**config.mk**
```make
export PLATFORM = sky130hd
export DESIGN_NAME = rd_pntrs_and_empty
export DESIGN_NICKNAME = d
export VERILOG_FILES = /design/src/rtl/rd_pntrs_and_empty.sv
export SDC_FILE = /design/constraint.sdc
export NUM_CORES = 1
export LEC_CHECK = 0
export BUFFER_PORTS_ARGS = -buffer_cell sky130_fd_sc_hd__buf_2
export CAP_MARGIN = 5
export CORE_UTILIZATION = 50
export DETAILED_ROUTE_END_ITERATION = 6
export PLACE_DENSITY_LB_ADDON = 0.12
export REMOVE_ABC_BUFFERS = 1
export SLEW_MARGIN = 10
export SYNTH_ARGS = -nofsm -noshare
export SYNTH_HDL_FRONTEND = slang
export SYNTH_SLANG_ARGS = --single-unit
```
**constraint.sdc**
```tcl
create_clock -name rd_clk_i -period 3.2 [get_ports rd_clk_i]
set_clock_uncertainty 0.2 [all_clocks]
set_input_delay 0.96 -clock rd_clk_i [delete_from_list [all_inputs] [get_ports rd_clk_i]]
set_output_delay 0.96 -clock rd_clk_i [all_outputs]
set_load 0.01 [all_outputs]
```
**src/rtl/rd_pntrs_and_empty.sv**
```systemverilog
// Read-side pointer and empty-flag logic for the dual-clock FIFO. It synchronises the
// Gray write pointer, tracks the read pointer and exports the Gray read pointer.
module rd_pntrs_and_empty #(
  parameter int unsigned DWIDTH      = 8,
  parameter int unsigned AWIDTH      = 4,
  parameter int unsigned SYNC_STAGES = 2
) (
  input  logic              rd_clk_i,
  input  logic              aclr_i,
  input  logic              rd_req_i,
  input  logic [AWIDTH:0]   wr_pntr_gray_i,
  output logic              rd_en_o,
  output logic [AWIDTH-1:0] rd_pntr_o,
  output logic [AWIDTH:0]   rd_pntr_gray_wr_o,
  output logic              rd_empty_o,
  output logic [AWIDTH-1:0] rd_usedw_o
);

  localparam int unsigned PW = AWIDTH + 1;

  if (SYNC_STAGES < 2 || DWIDTH < 1) begin : g_param_check
    $error("rd_pntrs_and_empty: SYNC_STAGES must be >= 2 and DWIDTH >= 1");
  end

  function automatic logic [PW-1:0] gray2bin(input logic [PW-1:0] g);
    logic [PW-1:0] b;
    b[PW-1] = g[PW-1];
    for (int i = PW - 2; i >= 0; i--) begin
      b[i] = b[i+1] ^ g[i];
    end
    return b;
  endfunction

  logic [PW-1:0] sync_q [SYNC_STAGES];
  logic [PW-1:0] wr_gray_s;
  logic [PW-1:0] wr_bin_s;
  logic [PW-1:0] rd_bin_q, rd_bin_d;
  logic [PW-1:0] rd_gray_q, rd_gray_d;
  logic          empty_q, empty_d;
  logic          rd_take;

  // Write-pointer synchroniser; every stage clears on reset.
  always_ff @(posedge rd_clk_i or posedge aclr_i) begin
    if (aclr_i) begin
      for (int i = 0; i < SYNC_STAGES; i++) begin
        sync_q[i] <= '0;
      end
    end else begin
      sync_q[0] <= wr_pntr_gray_i;
      for (int i = 1; i < SYNC_STAGES; i++) begin
        sync_q[i] <= sync_q[i-1];
      end
    end
  end

  assign wr_gray_s = sync_q[SYNC_STAGES-1];
  assign wr_bin_s  = gray2bin(wr_gray_s);

  // Next-state pointer drives empty so the final read flags empty on its own edge.
  always_comb begin
    rd_take   = rd_req_i & ~empty_q;
    rd_bin_d  = rd_bin_q + PW'(rd_take);
    rd_gray_d = rd_bin_d ^ (rd_bin_d >> 1);
    empty_d   = (rd_gray_d == wr_gray_s);
  end

  always_ff @(posedge rd_clk_i or posedge aclr_i) begin
    if (aclr_i) begin
      rd_bin_q  <= '0;
      rd_gray_q <= '0;
      empty_q   <= 1'b1;
    end else begin
      rd_bin_q  <= rd_bin_d;
      rd_gray_q <= rd_gray_d;
      empty_q   <= empty_d;
    end
  end

  // A completely full FIFO wraps the count to 0 while empty stays low.
  assign rd_en_o           = rd_take;
  assign rd_pntr_o         = rd_bin_q[AWIDTH-1:0];
  assign rd_pntr_gray_wr_o = rd_gray_q;
  assign rd_empty_o        = empty_q;
  assign rd_usedw_o        = AWIDTH'(wr_bin_s - rd_bin_q);

endmodule

```
* Yosys cells after proc, flatten, opt, wreduce, memory -nomap -nowiden
Index checks and enable logic that the tools add are counted.
Cells by class: add/subtract/negate cells 2, bitwise operators 7, equal/unequal tests 1
Operator list (count):
- adder 5 x 1 -> 5 bit | 1
- equality test 5 bit | 1
- bitwise XOR 5 x 4 -> 5 bit | 1
- subtractor 4 bit | 1
- bitwise XOR 1 bit | 4
- bitwise AND 1 bit | 1
- inverter 1 bit | 1
Storage, ports and cells: logic and storage cells 15, bits in registers 21, output and inout port bits 15

* Depth between registers and ports, before layout
word-level depth 5, mapped depth 9, gate-level depth less buffers 9

* Least setup slack after synthesis
OpenSTA, ideal clock, no wires.
path kind reg2out, start point register sync_q, in the netlist wr_gray_s[3], end point output rd_usedw_o[2], setup slack 0.004 ns, arrival time 2.036 ns, buffers on the path 0, data required time 2.040 ns, cell stages (with the launch flop) 8, cells stage by stage dfrtp_1 xor2_1 xnor2_1 xor2_1 xor2_1 ha_1 fa_1 xnor2_1
On the way: cells in the longest elaborated chain, start to end 5
Ends and longest elaborated chain:
- start: declaration | RTL line 34 | logic [PW-1:0] sync_q [SYNC_STAGES];
- start signal: indexed assignment | RTL line 51 | sync_q[i] <= sync_q[i-1];
- bitwise XOR 1 bit * (2 in series) | RTL line 29 | b[i] = b[i+1] ^ g[i];
- bitwise XOR 1 bit (2 in series) | RTL line 29
- subtractor 4 bit * | RTL line 84 | assign rd_usedw_o = AWIDTH'(wr_bin_s - rd_bin_q);
- end: declaration | RTL line 16 | output logic [AWIDTH-1:0] rd_usedw_o
Mark *: on every way between the ends. The rest lies on a longest branch, timed or not.

* Worst setup path after layout
start point register sync_q, in the netlist wr_gray_s[4], end point output rd_usedw_o[3]
On the way: cells in the longest elaborated chain, start to end 5
Ends and longest elaborated chain (RTL line):
- bitwise XOR 1 bit * | 29
- bitwise XOR 1 bit (3 in series) | 29
- subtractor 4 bit * | 84
Marked as above.

==> results.md <==
- Outcome: finished, violations left
- Failing checks: setup timing
- Syn_area_per_cell: 13.1 um^2
- Placed cell area: 1090 um^2
- Die area: 2010 um^2
- Post-synth top area share: 0.518
- Non-Filler Instances: 126
- Area contributors post-synth: dfrtp_1 52%, xnor2_1 11%, ha_1 6.8%
- Die Y: 44.8 um
- Worst EP required: 2.04 ns
- Crit path time final: 3.45 ns
- Class of the worst hold path: register to register
- Placed Instances: 121
- Critical Path AT: 2.29 ns
- Nets: 116
- Congestion Overflow GR: 0
- Worst Tran Pin Value: 0.725 ns
- Setup violations, final: 3
- CP Capture Type: output port
- CP peak stage delay: 0.42 ns
- Slowest CP cell: dfrtp_1
- Share of layout cells above drive strength 1: 0.426
- Post-synthesis cell count: 70
- Max-slew violation count: 0
- First drt pass iteration count: 2
- Initial antenna violation count: 0
- Mapped Area: 917 um^2
- Setup WS pre-CTS: -0.0846 ns
- Crit path kind: register to output port
- Crit share post-route: 1.08
- Largest area contributor in the netlist: dfrtp_1
- RSZ-0062 raised after global routing: true
- Ant. Diodes: 0
- DRT iter0 DRCs: 2
- Root Driver: clkbuf_4
- Hold_ws: 0.158 ns
- Final WS setup: -0.254 ns
- Initial Utilization: 0.531
- Num CTS Buffers: 3
- # hold bufs at CTS: 0
- Multi-input logic area: 399 um^2
- Row cnt: 15
- Crit-path cells: xor2_2, xnor2_2, xor2_2, xor2_1, ha_2, inv_1, a21o_1, a21oi_2, xnor2_1, buf_2
- Bufs on Longest Clock Path: 2
- Die Wd: 44.8 um
- Leakage power: 0.585 nW
- Largest net degree at the start of global routing: 21
- Fmax achieved: 290 MHz
- Routed length per instance: 10.1 um
- DR vias/cell: 4.50
- Clock-pin slew on the worst setup and hold paths: 0.10 ns
- Sequential share of the synthesized area: 0.547
- Total Wirelength: 1280 um
- Cell variety after synth: 20
- Most frequent CP cell: xor2_2
- Worst-skew pair later-pin latency: 0.30 ns
- Power, Total: 1.18 mW
- Post-detail-place hpwl: 985 um
- Htree depth: 1
- Final Wtd Congestion: 0.707
- #FFs+latches synth: 20
- PwrDens: 1010 nW/um^2
- Finished Core Util: 0.676
- Final setup TNS: -0.761 ns
- CP max FO: 3
- Max_slew headroom: 0.516
- Setup crit start kind: register
- Final hold vios: 0
- First-pass GRT wire length: 2130 um
- Max Cap Violations: 0
- Core footprint: 1730 um^2
- DR DRC count: 0
- Detailed-route via count: 567
- Max VDD drop: 0.000487 V
- Design area: 1170 um^2
- Synth Warn #: 0
- Filler cells: 147
- Io pins: 23
- Reg area: 502 um^2
- TritonCTS clock tree: done
- Tot GR Track Use: 0.160
- # clock sinks: 20
- Port bufs: 22
- Routed Antenna Nets: 0
- Area grow syn2layout: 27.3%
- Vias in the first global route: 534
cells by family after synthesis:
family	synth area share
xor gates and xnor gates	0.222
buffers and inverters	0.0491
AOI/OAI and AO/OA	0.0300
DFF	0.547
and+or+nand+nor	0.0614
adders and majority gates	0.0900
flip-flops by register name (all words and copies together) (netlist names):
| register | count |
|---|---|
| rd_empty_o | 1 |
| rd_bin_q | 5 |
| wr_gray_s | 5 |
| rd_pntr_gray_wr_o | 4 |
| sync_q | 5 |
worst max-delay path: cells and delay by family, from the launching register on:
family / cells / cell delay [ns]
fa+ha+maj: 1 / 0.20
compound gates: 2 / 0.27
buf+inv: 2 / 0.18
flops: 1 / 0.42
xor+xnor: 5 / 0.92
cells in the final DEF, fill, tap and decap left out, drive strengths merged:
master  count
buf        27
inv        12
nor2b       1
dfstp       1
a21oi       1
xnor2      13
a221oi      1
or3b        1
fa          1
nand2       2
or3         1
dfrtp      19
a21o        1
clkbuf      4
nand3b      1
xnor3       1
ha          5
nand3       3
xor2        6
synthesized netlist by cell type:
cell	count
a21oi_1	1
inv_1	11
nand3_1	2
dfrtp_1	19
a21o_1	1
or3_1	1
or3b_1	1
xnor2_1	11
xor2_1	6
a221oi_2	1
nand3_2	1
ha_1	5
xnor3_1	1
fa_1	1
nand2_1	2
inv_2	1
dfstp_2	1
nand3b_1	1
nor2b_1	1
xnor2_2	2
report_power, final:
| group | total, mW | switching [mW] | leakage [nW] | internal [mW] |
|---|---|---|---|---|
| clock | 0.141 | 0.0715 | 0.0210 | 0.0695 |
| combinational | 0.654 | 0.324 | 0.332 | 0.330 |
| sequential | 0.388 | 0.0588 | 0.232 | 0.329 |
| total | 1.18 | 0.455 | 0.585 | 0.729 |
worst paths after layout:
path	slack, ns	from	cells past startpoint	end
worst min-delay path	0.16	sync_q[9]	0	wr_gray_s[4]
max in group asynchronous	1.78	aclr_i	2	rd_pntr_gray_wr_o[2]
min in group asynchronous	0.56	aclr_i	2	sync_q[5]
worst max register to register	0.88	rd_empty_o	7	rd_empty_o
worst max-delay path	-0.25	wr_gray_s[4]	10	rd_usedw_o[3]
worst min register to register	0.16	sync_q[9]	0	wr_gray_s[4]
final cells by class:
type,instances,area share
inverters,12,0.0386
multi-input cells,38,0.342
flip-flops and latches,20,0.430
repair buffers,27,0.132
well taps,25,0.0268
clock buffers,4,0.0311
layer usage:
metal  vias up  share of wire  GRT usage
li1        280              -          -
met1       263           0.45      0.195
met2        19           0.47      0.244
met3         5          0.042     0.0360
met4         0          0.038      0.127
met5         -              0          0
what timing repair did:
item	4_1_cts	5_1_grt
endpoints found under the setup margin	3	4
gates resized for setup	4	3
buffers inserted	1	0
pin swaps	8	2
(Power assumes the default switching activity.)
